`config.mk`:
```
export PLATFORM = sky130hd
export DESIGN_NAME = fp_add_arbiter
export DESIGN_NICKNAME = d
export VERILOG_FILES = /design/src/rtl/fp_add_arbiter.sv
export SDC_FILE = /design/constraint.sdc
export NUM_CORES = 1
export LEC_CHECK = 0
export CAP_MARGIN = 20
export CORE_ASPECT_RATIO = 0.8
export CORE_MARGIN = 5
export CORE_UTILIZATION = 34
export DETAILED_ROUTE_END_ITERATION = 10
export PLACE_DENSITY_LB_ADDON = 0.1
export REMOVE_ABC_BUFFERS = 1
export SLEW_MARGIN = 20
export SYNTH_ARGS = -nofsm -noshare
export SYNTH_HDL_FRONTEND = slang
export SYNTH_SLANG_ARGS = --single-unit
```
`constraint.sdc`:
```
create_clock -name clk_i -period 2.1 [get_ports clk_i]
set_input_delay 0.21 -clock clk_i [delete_from_list [all_inputs] [get_ports clk_i]]
set_output_delay 0.21 -clock clk_i [all_outputs]
set_load 0.01 [all_outputs]
```
`src/rtl/fp_add_arbiter.sv`:
```
// ---------------------------------------------------------------------------
// fp_add_arbiter
//
// Shares one pipelined floating-point summator between two requesters.
// A requester presents an operand pair with reqK_vld_i. The arbiter grants it
// combinationally through reqK_rdy_o, and registers the granted pair onto the
// summator inputs. A tag shift register carries {valid, requester id}
// alongside the summator's fixed pipeline, so each result returns to its
// owner. The result is strobed for exactly one cycle, with no backpressure.
//
// Timing for a handshake at clock edge T:
//   cycle T+1            : fpu_vld_o = 1, fpu_a_o/fpu_b_o = granted operands
//   cycle T+1+LATENCY    : summator drives the answer on fpu_res_i/fpu_status_i
//   cycle T+LATENCY+2    : respK_vld_o = 1 with resp_res_o/resp_status_o
//
// Parameters
//   LATENCY        cycles from fpu_vld_o to a valid fpu_res_i (must be >= 1)
//
// Ports
//   clk_i          clock, rising edge
//   rst_i          asynchronous active-high reset
//   req0_vld_i     requester 0 has an operand pair
//   req0_a_i/b_i   requester 0 operands (IEEE-754 single, 32 bits)
//   req0_rdy_o     grant for requester 0
//   req1_vld_i     requester 1 has an operand pair
//   req1_a_i/b_i   requester 1 operands
//   req1_rdy_o     grant for requester 1
//   resp0_vld_o    one-cycle result strobe for requester 0
//   resp1_vld_o    one-cycle result strobe for requester 1
//   resp_res_o     result, shared by both response channels
//   resp_status_o  summator status belonging to resp_res_o
//   fpu_vld_o      summator vld_i
//   fpu_a_o/b_o    summator a_i / b_i
//   fpu_res_i      summator answer_o
//   fpu_status_i   summator num_status_o
//   busy_o         high while any operation is in flight
//
// Configuration macro
//   FP_ARB_ROUND_ROBIN_EN  when defined, a tie goes to the requester that was
//                          not granted last. When undefined, requester 0
//                          always wins a tie and no last-grant state exists.
// ---------------------------------------------------------------------------
module fp_add_arbiter #(
    parameter int LATENCY = 3
) (
    input  logic        clk_i,
    input  logic        rst_i,
    input  logic        req0_vld_i,
    input  logic [31:0] req0_a_i,
    input  logic [31:0] req0_b_i,
    output logic        req0_rdy_o,
    input  logic        req1_vld_i,
    input  logic [31:0] req1_a_i,
    input  logic [31:0] req1_b_i,
    output logic        req1_rdy_o,
    output logic        resp0_vld_o,
    output logic        resp1_vld_o,
    output logic [31:0] resp_res_o,
    output logic [1:0]  resp_status_o,
    output logic        fpu_vld_o,
    output logic [31:0] fpu_a_o,
    output logic [31:0] fpu_b_o,
    input  logic [31:0] fpu_res_i,
    input  logic [1:0]  fpu_status_i,
    output logic        busy_o
);

    // Stage 0 of the tag register lines up with fpu_vld_o.
    // Stage LATENCY lines up with the summator answer.
    localparam int TAG_MSB = LATENCY;

    logic              grant0;
    logic              grant1;
    logic              handshake;
    logic              tieGoesTo0;

    logic              fpuVld_q,   fpuVld_d;
    logic [31:0]       fpuA_q,     fpuA_d;
    logic [31:0]       fpuB_q,     fpuB_d;
    logic [TAG_MSB:0]  tagVld_q,   tagVld_d;
    logic [TAG_MSB:0]  tagId_q,    tagId_d;
    logic              resp0Vld_q, resp0Vld_d;
    logic              resp1Vld_q, resp1Vld_d;
    logic [31:0]       respRes_q,  respRes_d;
    logic [1:0]        respSt_q,   respSt_d;

`ifdef FP_ARB_ROUND_ROBIN_EN
    // Holds the id of the requester granted most recently.
    // Reset to 1 so requester 0 wins the first tie.
    logic              lastGrant_q, lastGrant_d;

    assign tieGoesTo0 = lastGrant_q;

    always_comb begin
        lastGrant_d = lastGrant_q;
        if (handshake) begin
            lastGrant_d = grant1;
        end
    end

    always_ff @(posedge clk_i or posedge rst_i) begin
        if (rst_i) begin
            lastGrant_q <= 1'b1;
        end else begin
            lastGrant_q <= lastGrant_d;
        end
    end
`else
    assign tieGoesTo0 = 1'b1;
`endif

    // Combinational grant. Reset forces both grants low so that nothing
    // can be accepted while the pipeline is being cleared.
    always_comb begin
        grant0 = 1'b0;
        grant1 = 1'b0;
        if (!rst_i) begin
            if (req0_vld_i && (!req1_vld_i || tieGoesTo0)) begin
                grant0 = 1'b1;
            end else if (req1_vld_i) begin
                grant1 = 1'b1;
            end
        end
    end

    assign handshake = grant0 | grant1;

    // Next-state logic for the issue registers, the tag pipeline and the
    // response registers. The summator never stalls, so tags shift every
    // cycle. The operand registers keep their old value when idle.
    always_comb begin
        fpuVld_d   = handshake;
        fpuA_d     = fpuA_q;
        fpuB_d     = fpuB_q;
        if (grant1) begin
            fpuA_d = req1_a_i;
            fpuB_d = req1_b_i;
        end else if (grant0) begin
            fpuA_d = req0_a_i;
            fpuB_d = req0_b_i;
        end

        tagVld_d   = {tagVld_q[TAG_MSB-1:0], handshake};
        tagId_d    = {tagId_q[TAG_MSB-1:0], grant1};

        resp0Vld_d = tagVld_q[TAG_MSB] & ~tagId_q[TAG_MSB];
        resp1Vld_d = tagVld_q[TAG_MSB] &  tagId_q[TAG_MSB];
        respRes_d  = respRes_q;
        respSt_d   = respSt_q;
        if (tagVld_q[TAG_MSB]) begin
            respRes_d = fpu_res_i;
            respSt_d  = fpu_status_i;
        end
    end

    // Asynchronous reset drops every in-flight tag. Results that the
    // summator is still computing then return with no owner and are ignored.
    always_ff @(posedge clk_i or posedge rst_i) begin
        if (rst_i) begin
            fpuVld_q   <= 1'b0;
            fpuA_q     <= '0;
            fpuB_q     <= '0;
            tagVld_q   <= '0;
            tagId_q    <= '0;
            resp0Vld_q <= 1'b0;
            resp1Vld_q <= 1'b0;
            respRes_q  <= '0;
            respSt_q   <= 2'b00;
        end else begin
            fpuVld_q   <= fpuVld_d;
            fpuA_q     <= fpuA_d;
            fpuB_q     <= fpuB_d;
            tagVld_q   <= tagVld_d;
            tagId_q    <= tagId_d;
            resp0Vld_q <= resp0Vld_d;
            resp1Vld_q <= resp1Vld_d;
            respRes_q  <= respRes_d;
            respSt_q   <= respSt_d;
        end
    end

    assign req0_rdy_o    = grant0;
    assign req1_rdy_o    = grant1;
    assign fpu_vld_o     = fpuVld_q;
    assign fpu_a_o       = fpuA_q;
    assign fpu_b_o       = fpuB_q;
    assign resp0_vld_o   = resp0Vld_q;
    assign resp1_vld_o   = resp1Vld_q;
    assign resp_res_o    = respRes_q;
    assign resp_status_o = respSt_q;
    assign busy_o        = (|tagVld_q) | fpuVld_q;

endmodule

```
==> out/metrics.csv <==
stage,metric,value,unit
worst_setup_path,"Cell Chain, Critical Path",or4_1 > clkdlybuf4s50_1,
yosys,"count leader, synth",nor2_1,
cts,clock buffer count from CTS,9,
worst_setup_path,"critical path fanouts, max",2,
yosys,leading post-synthesis cells by cell area,"dfrtp_1 59%, o32ai_1 9.6%, nor2_1 9.5%",
global_route,global-route wire length before repair,23.2,mm
cts,worst skew pair latency,0.34,ns
global_route,vias in the first global route,4285,
floorplan,io pins,270,
place,Port Buf Inserts,269,
floorplan,FP Rows,37,
yosys,top post-synthesis cells by count,"115 x nor2_1, 108 x dfrtp_1, 50 x o32ai_1, 34 x mux2_2, 24 x buf_2",
timing,Fmax achieved,512,MHz
route,first-pass iteration count of the detailed router,4,
yosys,Synth cell types,19,
timing,worst slew pin tran,0.771,ns
route,DRT iter0 DRCs,150,
worst_setup_path,critical path class,reg -> out,
cts,CTS Root Cell,clkbuf_16,
place,placed insts,811,
layout,"Core Util, Final",59.1,%
floorplan,Starting Density,35.1,%
layout,# fillers,1101,
timing,Setup Skew,0.00533,ns
place,Detailed Place HPWL,11.0,mm
worst_setup_path,worst reg2reg endpoint,resp_res_o[4],
route,# DRC,0,
timing,Final setup viols,0,
route,antenna-violating nets left,0,
global_route,GRT Total Usage,18.2,%
cts,Clock Tree Buf Depth,2,
timing,Period minus WS final,1.95,ns
timing,RSZ-0062 raised after global routing,no,
worst_setup_path,Startpoint Class,flop,
layout,share of cells above drive strength 1,12.9,%
yosys,ys async rst share,100,%
worst_setup_path,"Data arrival, critical path",1.74,ns
layout,area delta synth->final,68.5,%
floorplan,die area,15900,um^2
layout,Non-Filler Instances,827,
yosys,"EDFF count, synth",0,
timing,Hold Fails Final Rpt,0,
place,gpl congestion,0.782,
worst_setup_path,CP endpoint kind,output port,
cts,post-cts sizing count,0,
layout,Ant. Diodes,0,
global_route,gr ovfl total,0,
yosys,sequential share of the synthesized area,59.2,%
status,status,finished clean,
yosys,Syn Inst Count,392,
worst_setup_path,Setup crit end,busy_o,
yosys,Synth top area share,59.2,%
route,drt via density,4.91,
floorplan,Core ar.,13000,um^2
power_and_ir_drop,Power Dens Cells,746,nW/um^2
timing,fin. max-slew vios,0,
cts,post-CTS setup buffer count,0,
layout,fin nets,813,
worst_setup_path,CP max stage delay,0.52,ns
cts,Max H-tree Level,3,
power_and_ir_drop,leak pwr,2.99,nW
worst_setup_path,FF-to-FF path depth,2,
floorplan,Horiz. Die Dim,140,um
global_route,initial antenna violation count,0,
route,WL final,14.7,mm
worst_setup_path,Slowest cell on crit path,or4_1,
yosys,"Primary FF master, synth",dfrtp_1,
timing,worst rel slew slack,48.6,%
yosys,"Avg Cell Area, Syn",11.6,um^2
route,DR WL/cell,17.7,um
global_route,largest net degree at the start of global routing,65,
cts,CTS hold repair buffers,0,
power_and_ir_drop,Peak VDD IR,0.411,mV
yosys,Synth Warn #,0,
floorplan,chip height,114,um
yosys,Post-Syn Area,4570,um^2
cts,Clock Sinks,108,
timing,fin crit share,92.9,%
worst_setup_path,reg2reg setup slack,0.84,ns
worst_setup_path,Required @ worst endpoint,1.89,ns
cts,clock transition at the registers of the reported paths,0.07,ns
worst_setup_path,worst setup path start,tagVld_q[1],
yosys,"area leader, netlist",dfrtp_1,
route,routed via count,4059,
cts,CTS tree,yes,
job,max_cap viols,0,
hold_path,min-delay worst type,in -> async,
yosys,Synth Register Bits,108,
worst_setup_path,worst flop-to-flop path startpoint,tagVld_q[3],
==> registers in the layout (all words and copies together) (netlist names) <==
name / count
fpu_a_o: 32
fpu_b_o: 32
resp0_vld_o: 1
resp1_vld_o: 1
resp_res_o: 32
resp_status_o: 2
tagId_q: 4
tagVld_q: 4
==> cell type report <==
type,instances,area [um^2],area share [%]
well taps,175,219,2.85
multi-input cells,248,1650,21.4
repair buffers,278,2810,36.5
flip-flops and latches,108,2700,35.1
inverters,2,10.0,0.130
clock buffers,9,225,2.93
clock inverters,7,83.8,1.09
==> kinds of logic (layout without fill, tap and decap cells) <==
| kind of cell | Yosys count | after routing | synth area share (%) |
|---|---|---|---|
| compound gates | 65 | 65 | 13.1 |
| simple gates | 149 | 149 | 14.5 |
| mux | 34 | 34 | 8.39 |
| flops | 108 | 108 | 59.2 |
| buf+inv | 36 | 296 | 4.85 |
==> layout by cell type (no fill, tap or decap) <==
| cell | netlist | final |
|---|---|---|
| inv_1 | 2 | 1 |
| nor2b_1 | 1 | 1 |
| buf_12 | 0 | 4 |
| clkinvlp_4 | 0 | 1 |
| or4_1 | 1 | 1 |
| clkbuf_16 | 0 | 9 |
| nor2_1 | 115 | 115 |
| nor3_2 | 10 | 10 |
| buf_4 | 3 | 5 |
| buf_2 | 24 | 1 |
| nor3_1 | 18 | 18 |
| bufinv_16 | 0 | 1 |
| mux2_2 | 34 | 34 |
| clkdlybuf4s50_1 | 0 | 268 |
| dfrtp_1 | 108 | 108 |
| nand2b_2 | 0 | 2 |
| clkinv_4 | 0 | 3 |
| o22ai_1 | 4 | 4 |
| o22ai_2 | 10 | 10 |
| or2_1 | 1 | 1 |
| o21ba_2 | 1 | 1 |
| inv_4 | 0 | 1 |
| and2_1 | 1 | 1 |
| o32ai_1 | 50 | 50 |
| inv_8 | 0 | 1 |
| inv_6 | 0 | 1 |
==> how the worst min path moves through the flow <==
stage	start	end	slack (ns)	cells past startpoint
final	rst_i	fpu_b_o[2]	0.13	3
after detailed placement	tagId_q[0]	tagId_q[1]	0.34	0
after floorplan	rst_i	tagId_q[0]	0.33	1
after global placement	tagId_q[1]	tagId_q[2]	0.33	0
after global routing	rst_i	resp_res_o[7]	0.18	3
after CTS	rst_i	fpu_b_o[3]	0.15	3
==> critical path: cells and delay by family (launching register included) <==
family | cells | cell delay [ns]
and+or+nand+nor | 1 | 0.52
DFF | 1 | 0.37
buffers and inverters | 1 | 0.51
==> through the flow <==
step | area [um^2] | power, mW | TNS, ns | worst slack, ns | hold slack (ns)
6_report | 7690 | 5.74 | 0 | 0.148 | 0.134
5_1_grt | 7690 | 6.04 | 0 | 0.0661 | 0.176
4_1_cts | 7690 | 5.83 | 0 | 0.111 | 0.147
3_5_place_dp | 7380 | 4.07 | 0 | 0.187 | 0.336
3_3_place_gp | 7380 | 4.04 | 0 | 0.251 | 0.332
2_1_floorplan | 4350 | 3.04 | -146.81 | -1.23 | 0.327
==> report_power, final <==
part           internal (mW)  switching [mW]  total [mW]
Clock                  0.945           0.790        1.73
Sequential              2.34           0.149        2.49
Combinational          0.926           0.590        1.52
==> layer usage <==
layer	track usage [%]	vias to the layer above	routed length [um]
li1	-	1910	-
met5	0	-	0
met3	6.45	28	1220
met1	21.4	1948	5730
met2	31.0	173	7310
met4	6.84	0	413
(Power assumes the default switching activity.)
